===== config.mk =====
export PLATFORM = sky130hd
export DESIGN_NAME = xorshift_random_source
export DESIGN_NICKNAME = d
export VERILOG_FILES = /design/src/rtl/aes128_package.sv /design/src/rtl/xorshift128_core.sv /design/src/rtl/xorshift_random_source.sv
export SDC_FILE = /design/constraint.sdc
export NUM_CORES = 1
export LEC_CHECK = 0
export CORE_UTILIZATION = 49
export CTS_BUF_LIST = sky130_fd_sc_hd__clkbuf_4 sky130_fd_sc_hd__clkbuf_8
export DETAILED_ROUTE_END_ITERATION = 10
export PLACE_DENSITY = 0.67
export SLEW_MARGIN = 5
export SYNTH_ARGS = -nofsm -noshare
export SYNTH_HDL_FRONTEND = slang
export SYNTH_HIERARCHICAL = 1
export SYNTH_SLANG_ARGS = --single-unit

===== constraint.sdc =====
create_clock -name in_clock -period 6.45 [get_ports in_clock]
set_clock_uncertainty 0.2 [all_clocks]
set_input_delay 0.645 -clock in_clock [delete_from_list [all_inputs] [get_ports in_clock]]
set_output_delay 0.645 -clock in_clock [all_outputs]
set_load 0.01 [all_outputs]

===== src/rtl/aes128_package.sv =====
// rtl/aes128_package.sv - shared types and constants for the xorshift random source
//
// Purpose: default xorshift128 seed words, the per-core state record and the
// random-source FSM encoding. No ports.
package aes128_package;

  // Marsaglia's reference seed, substituted for an all-zero core seed
  // (an all-zero xorshift state never leaves zero).
  localparam logic [31:0] XS_SEED_X = 32'd123456789;
  localparam logic [31:0] XS_SEED_Y = 32'd362436069;
  localparam logic [31:0] XS_SEED_Z = 32'd521288629;
  localparam logic [31:0] XS_SEED_W = 32'd88675123;

  typedef struct packed {
    logic [31:0] x;
    logic [31:0] y;
    logic [31:0] z;
    logic [31:0] w;
  } xs_state_t;

  typedef enum logic [1:0] {
    RS_SEED   = 2'd0,
    RS_WARMUP = 2'd1,
    RS_RUN    = 2'd2
  } rs_state_e;

endpackage


===== src/rtl/xorshift128_core.sv =====
// rtl/xorshift128_core.sv - one xorshift128 generator with word-wise seed loading
//
// Purpose: holds one 4x32-bit xorshift128 state, loads it one word at a time,
// and advances it by one step when asked. out_next_w is the w of the next state.
// Ports:
//   in_clock      clock, rising edge
//   in_reset      synchronous active-high reset, clears the state
//   in_load       write in_load_word into the register chosen by in_load_idx
//   in_load_idx   0=x 1=y 2=z 3=w
//   in_load_word  seed word
//   in_fix_zero   seeding completes this cycle: replace an all-zero state by defaults
//   in_step       advance the generator one step
//   out_next_w    low OUT_W bits of the next w (the random output)
module xorshift128_core
  import aes128_package::*;
#(
  parameter int OUT_W = 32
) (
  input  logic             in_clock,
  input  logic             in_reset,
  input  logic             in_load,
  input  logic [1:0]       in_load_idx,
  input  logic [31:0]      in_load_word,
  input  logic             in_fix_zero,
  input  logic             in_step,
  output logic [OUT_W-1:0] out_next_w
);

  xs_state_t   r_state;
  xs_state_t   w_loaded;
  logic [31:0] w_t;
  logic [31:0] w_next_w;

  assign w_t         = r_state.x ^ (r_state.x << 11);
  assign w_next_w    = r_state.w ^ (r_state.w >> 19) ^ w_t ^ (w_t >> 8);
  assign out_next_w  = w_next_w[OUT_W-1:0];

  // State as it will be after this cycle's load; the zero check must include
  // a word arriving in the same cycle as the fix request.
  always_comb begin
    w_loaded = r_state;
    if (in_load) begin
      case (in_load_idx)
        2'd0:    w_loaded.x = in_load_word;
        2'd1:    w_loaded.y = in_load_word;
        2'd2:    w_loaded.z = in_load_word;
        default: w_loaded.w = in_load_word;
      endcase
    end
  end

  always_ff @(posedge in_clock) begin
    if (in_reset) begin
      r_state <= '0;
    end else if (in_fix_zero && (w_loaded == '0)) begin
      r_state <= '{x: XS_SEED_X, y: XS_SEED_Y, z: XS_SEED_Z, w: XS_SEED_W};
    end else if (in_load) begin
      r_state <= w_loaded;
    end else if (in_step) begin
      r_state <= '{x: r_state.y, y: r_state.z, z: r_state.w, w: w_next_w};
    end
  end

endmodule


===== src/rtl/xorshift_random_source.sv =====
// rtl/xorshift_random_source.sv - seeded multi-core xorshift128 random word source
//
// Purpose: seeds NUM_CORES xorshift128 cores word-serially, discards
// WARMUP_CYCLES steps, then streams OUT_BITS random bits per accepted transfer.
// Ports:
//   in_clock        clock, rising edge
//   in_reset        synchronous active-high reset, highest priority
//   in_seed         seed word
//   in_seed_valid   seed word present
//   out_seed_ready  block accepts a seed word (SEED state)
//   in_reseed       single-cycle request to return to seeding
//   out_random      random data, zero unless out_valid
//   out_valid       out_random valid (RUN state)
//   in_ready        consumer accepts out_random
module xorshift_random_source
  import aes128_package::*;
#(
  parameter int OUT_BITS      = 2,
  parameter int WARMUP_CYCLES = 16
) (
  input  logic                in_clock,
  input  logic                in_reset,
  input  logic [31:0]         in_seed,
  input  logic                in_seed_valid,
  output logic                out_seed_ready,
  input  logic                in_reseed,
  output logic [OUT_BITS-1:0] out_random,
  output logic                out_valid,
  input  logic                in_ready
);

  localparam int NUM_CORES = (OUT_BITS + 31) / 32;
  localparam int NUM_WORDS = 4 * NUM_CORES;
  localparam int SCW       = $clog2(NUM_WORDS);
  localparam int WCW       = (WARMUP_CYCLES > 1) ? $clog2(WARMUP_CYCLES) : 1;
  localparam logic [SCW-1:0] LAST_WORD = SCW'(NUM_WORDS - 1);
  localparam logic [WCW-1:0] LAST_WARM = WCW'((WARMUP_CYCLES > 0) ? WARMUP_CYCLES - 1 : 0);
  localparam rs_state_e SEED_DONE = (WARMUP_CYCLES > 0) ? RS_WARMUP : RS_RUN;

  rs_state_e          r_state;
  logic [SCW-1:0]     r_seed_cnt;
  logic [WCW-1:0]     r_warm_cnt;
  logic               w_seed_acc;
  logic               w_last_word;
  logic               w_step;
  logic [OUT_BITS-1:0] w_cores_w;

  assign out_seed_ready = (r_state == RS_SEED);
  assign out_valid      = (r_state == RS_RUN);

  // A reseed request discards any coinciding seed word and freezes the cores,
  // although a coinciding RUN transfer still counts as delivered.
  assign w_seed_acc  = (r_state == RS_SEED) && in_seed_valid && !in_reseed;
  assign w_last_word = (r_seed_cnt == LAST_WORD);
  assign w_step      = !in_reseed &&
                       ((r_state == RS_WARMUP) || ((r_state == RS_RUN) && in_ready));

  for (genvar k = 0; k < NUM_CORES; k++) begin : g_core
    // The top core only contributes the bits left over above the full words.
    localparam int CW = (k == NUM_CORES - 1) ? OUT_BITS - 32 * k : 32;
    logic w_load;

    assign w_load = w_seed_acc && (int'(r_seed_cnt >> 2) == k);

    xorshift128_core #(
      .OUT_W(CW)
    ) u_core (
      .in_clock     (in_clock),
      .in_reset     (in_reset),
      .in_load      (w_load),
      .in_load_idx  (r_seed_cnt[1:0]),
      .in_load_word (in_seed),
      .in_fix_zero  (w_seed_acc && w_last_word),
      .in_step      (w_step),
      .out_next_w   (w_cores_w[32*k +: CW])
    );
  end

  assign out_random = out_valid ? w_cores_w : '0;

  always_ff @(posedge in_clock) begin
    if (in_reset || in_reseed) begin
      r_state    <= RS_SEED;
      r_seed_cnt <= '0;
      r_warm_cnt <= '0;
    end else begin
      case (r_state)
        RS_SEED: begin
          if (in_seed_valid) begin
            if (w_last_word) begin
              r_seed_cnt <= '0;
              r_warm_cnt <= '0;
              r_state    <= SEED_DONE;
            end else begin
              r_seed_cnt <= r_seed_cnt + SCW'(1);
            end
          end
        end
        RS_WARMUP: begin
          if (r_warm_cnt == LAST_WARM) begin
            r_warm_cnt <= '0;
            r_state    <= RS_RUN;
          end else begin
            r_warm_cnt <= r_warm_cnt + WCW'(1);
          end
        end
        RS_RUN: begin
          r_state <= RS_RUN;
        end
        default: begin
          r_state <= RS_SEED;
        end
      endcase
    end
  end

endmodule


==> run metrics <==
outcome=finished, final reports clean; fin cells=1,274; WHS=0.2854 ns; Lkg Pwr=3.528 nW; post-synthesis area per instance=7.495 sq um; Worst-Margin Slew=1.245 ns; Filler cells=1,577; Die Wd=129.6 um; Syn-to-layout area delta=9.915%; Core Area=15,890 sq um; post-synth cell types=62; DRT Pass-1 Iters=7; endpoint class of the critical path=register; final setup vio count=0; Synth Warn #=6; async set-reset flop share out of synthesis=0%; Placed Area=8372 sq um; Setup TNS=0 ns; DRT Wirelength=30.29 mm; Simple-Gate Fraction of Synth Area=31.41%; relative slew slack=16.69%; number of synthesized flops with an enable pin=0; critical setup path kind=input pin to register; die extent in y=129.6 um; Max Freq=207.2 MHz; Post-CTS Hold Buffers=0; HP Start=r_state[0]$_SDFFE_PP0P_; multi-input logic area=4823 sq um; worst r2r dst=g_core[0].u_core/r_state[58]$_SDFFE_PP0P_; first-pass GRT wire length=46.04 mm; post-DR wirelength/cell=23.78 um; Syn Nets=1,107; Reg area=2723 sq um; top-level I/O count=41; xor/xnor share of the synthesized area=9.445%; fin nets=1,089; maximum vdd drop=0.1338 mV; commonest non-fill, non-tap cell in the layout=nor2_1; most frequent cells in the layout=290 x nor2_1, 136 x dfxtp_1, 75 x xnor2_1; pwr/cell area=216.7 nW/um^2; DIE AREA=16,790 sq um; Clock Pin Slew Worst Setup and Hold Paths=0.08 ns; Cells after Synth=1,064; cts bufs inserted=17; largest family of logic cells by synthesized area=simple AND/OR/NAND/NOR gates; share of cells above drive strength 1=11.06%; drt drc=0; crit path launch type=input pin; pin count of the biggest net entering global routing=74; Final Hold Violating Endpoints=0; Hold EP=r_state[0]$_SDFFE_PP0P_; clk sinks=136; Util after Layout=55.18%; R2R setup slack=1.67 ns; RSZ-0062 raised after global routing=false; Max Cap Viol=0; design area=8766 sq um; HPWL Detailed=20.78 mm; ANT nets after route=0; port buffer count=40; dpl cells=1,243; crit path DAT=5.02 ns; ant diodes=0; CTS tree=done; clock buffer depth=2; initial DRC count=1,056; initial antenna violation count=0; mux cell area share after synthesis=0.8786%; final cycle utilization of the critical path=74.84%; Post-CTS Setup Inserts=0; Hold Crit Class=register to register; ys flop type=dfxtp_1; Worst Reg-to-Reg Cells=12; Critical Path Fanout Max=61; Via density=6.457; gpl congestion=1.013; gr usage total=37.36%; CP required=6.64 ns; FP Rows=46; Yosys reg bits=136; post-synthesis compound-gate area fraction=17.67%; CTS H-tree lvls=4; root buf cell=clkbuf_8; post-cts resize count=0; Post-Syn Area=7975 sq um; RR Startpoint=r_state[0]$_SDFFE_PP0P_; WHS Path Cells=2; vias after detailed routing=8,226; fin. max-slew vios=0; vias in the first global route=7,348; Initial Utilization=50.20%; sequential share of the synthesized area=34.14%; Final min period=4.827 ns; Clock Latency Late Sink=0.48 ns; grt total ovfl=0; adder and majority gate portion of the synthesized area=0.9413%
[where the power goes]
| group | switching, W | internal (W) |
|---|---|---|
| Sequential | 0.0000407 | 0.000860 |
| Clock | 0.000344 | 0.000383 |
| Combinational | 0.000159 | 0.000114 |
| Total | 0.000543 | 0.00136 |
[per-layer routing]
metal / vias up / track usage [%] / routed length [um] / share of wire (%)
li1: 3715 / - / - / -
met1: 3919 / 52.62 / 12840 / 42
met2: 503 / 55.11 / 13150 / 43
met3: 89 / 7.721 / 3184 / 11
met4: 0 / 15.66 / 1124 / 3.7
met5: - / 0 / 0 / 0
[registers in the layout (all words and copies together) (netlist names)]
signal                 cells
g_core.u_core/r_state    128
r_state                    2
r_seed_cnt                 2
r_warm_cnt                 4
[kinds of logic (layout without fill, tap and decap cells)]
| group | count (synthesis) | in the layout |
|---|---|---|
| buf+inv | 101 | 95 |
| simple gates | 534 | 534 |
| flops | 136 | 136 |
| mux | 7 | 7 |
| xor+xnor | 86 | 86 |
| fa+ha+maj | 6 | 6 |
| compound gates | 194 | 194 |
[critical path, stage by stage]
cell and delay [ns]:
clkdlybuf4s50_1 0.58, nand2_1 0.14, nor2_1 0.11, buf_4 0.26, and3_1 0.63, mux2i_1 0.33, o21ai_0 0.11, or4_1 0.52
or4_1 0.47, or4_4 0.95, o21ai_0 0.24
[final cells by class]
| cell class | instances | share of cell area [%] |
|---|---|---|
| clock buffer | 23 | 3.397 |
| clock inverter | 8 | 1.099 |
| inverter | 6 | 0.2569 |
| multi-input combinational | 827 | 55.02 |
| sequential | 136 | 31.06 |
| tap | 216 | 3.083 |
| timing repair buffer | 58 | 6.080 |
[synthesized netlist by cell type (2+ instances only)]
library cell | count | area share (%)
nand3_1 | 14 | 0.88
o211ai_1 | 6 | 0.56
buf_2 | 4 | 0.25
o31ai_1 | 5 | 0.47
and2_1 | 3 | 0.24
buf_1 | 7 | 0.33
xnor2_1 | 75 | 8.2
nand4_1 | 4 | 0.31
ha_1 | 6 | 0.94
o221ai_1 | 54 | 5.9
nor2_1 | 290 | 14
nand3b_1 | 2 | 0.19
or4_1 | 16 | 1.5
o21ai_1 | 3 | 0.19
a211oi_1 | 2 | 0.19
o32ai_1 | 4 | 0.44
or3_1 | 2 | 0.16
clkbuf_1 | 76 | 3.6
nor4_1 | 64 | 5.0
o22ai_1 | 6 | 0.47
mux2i_1 | 7 | 0.88
nor2b_1 | 6 | 0.47
a311oi_1 | 2 | 0.22
nand2_1 | 42 | 2.0
o41ai_1 | 4 | 0.44
nand4b_1 | 2 | 0.22
buf_6 | 7 | 0.99
inv_1 | 5 | 0.24
dfxtp_1 | 136 | 34
nor3_1 | 22 | 1.4
and3_1 | 3 | 0.24
a22oi_1 | 13 | 1.2
a31oi_1 | 12 | 0.94
a22o_1 | 3 | 0.33
nand2_2 | 53 | 4.2
xor2_1 | 11 | 1.2
nand2b_1 | 5 | 0.39
o21ai_0 | 14 | 0.88
o21ai_2 | 6 | 0.66
a21oi_1 | 46 | 2.9
[how the worst max path moves through the flow]
stage                                                            to  slack, ns                     from  depth (start not counted)
after CTS                 g_core[0].u_core/r_state[58]$_SDFFE_PP0P_       1.71            in_seed_valid                         11
final                     g_core[0].u_core/r_state[58]$_SDFFE_PP0P_       1.62            in_seed_valid                         11
after detailed placement  g_core[0].u_core/r_state[58]$_SDFFE_PP0P_       1.23            in_seed_valid                         11
after floorplan           g_core[0].u_core/r_state[37]$_SDFFE_PP0P_       2.67  r_state[0]$_SDFFE_PP0P_                         14
after global routing      g_core[0].u_core/r_state[58]$_SDFFE_PP0P_       1.40  r_state[0]$_SDFFE_PP0P_                         12
after global placement    g_core[0].u_core/r_state[58]$_SDFFE_PP0P_       1.38            in_seed_valid                         11
[per-stage QoR]
stage	setup WS (ns)	power [W]
3_3_place_gp	1.384	0.001181
6_report	1.623	0.001899
5_1_grt	1.399	0.001958
3_5_place_dp	1.229	0.001182
4_1_cts	1.710	0.001893
2_1_floorplan	2.672	0.001079
No activity file was read; power rests on OpenSTA's default activity.
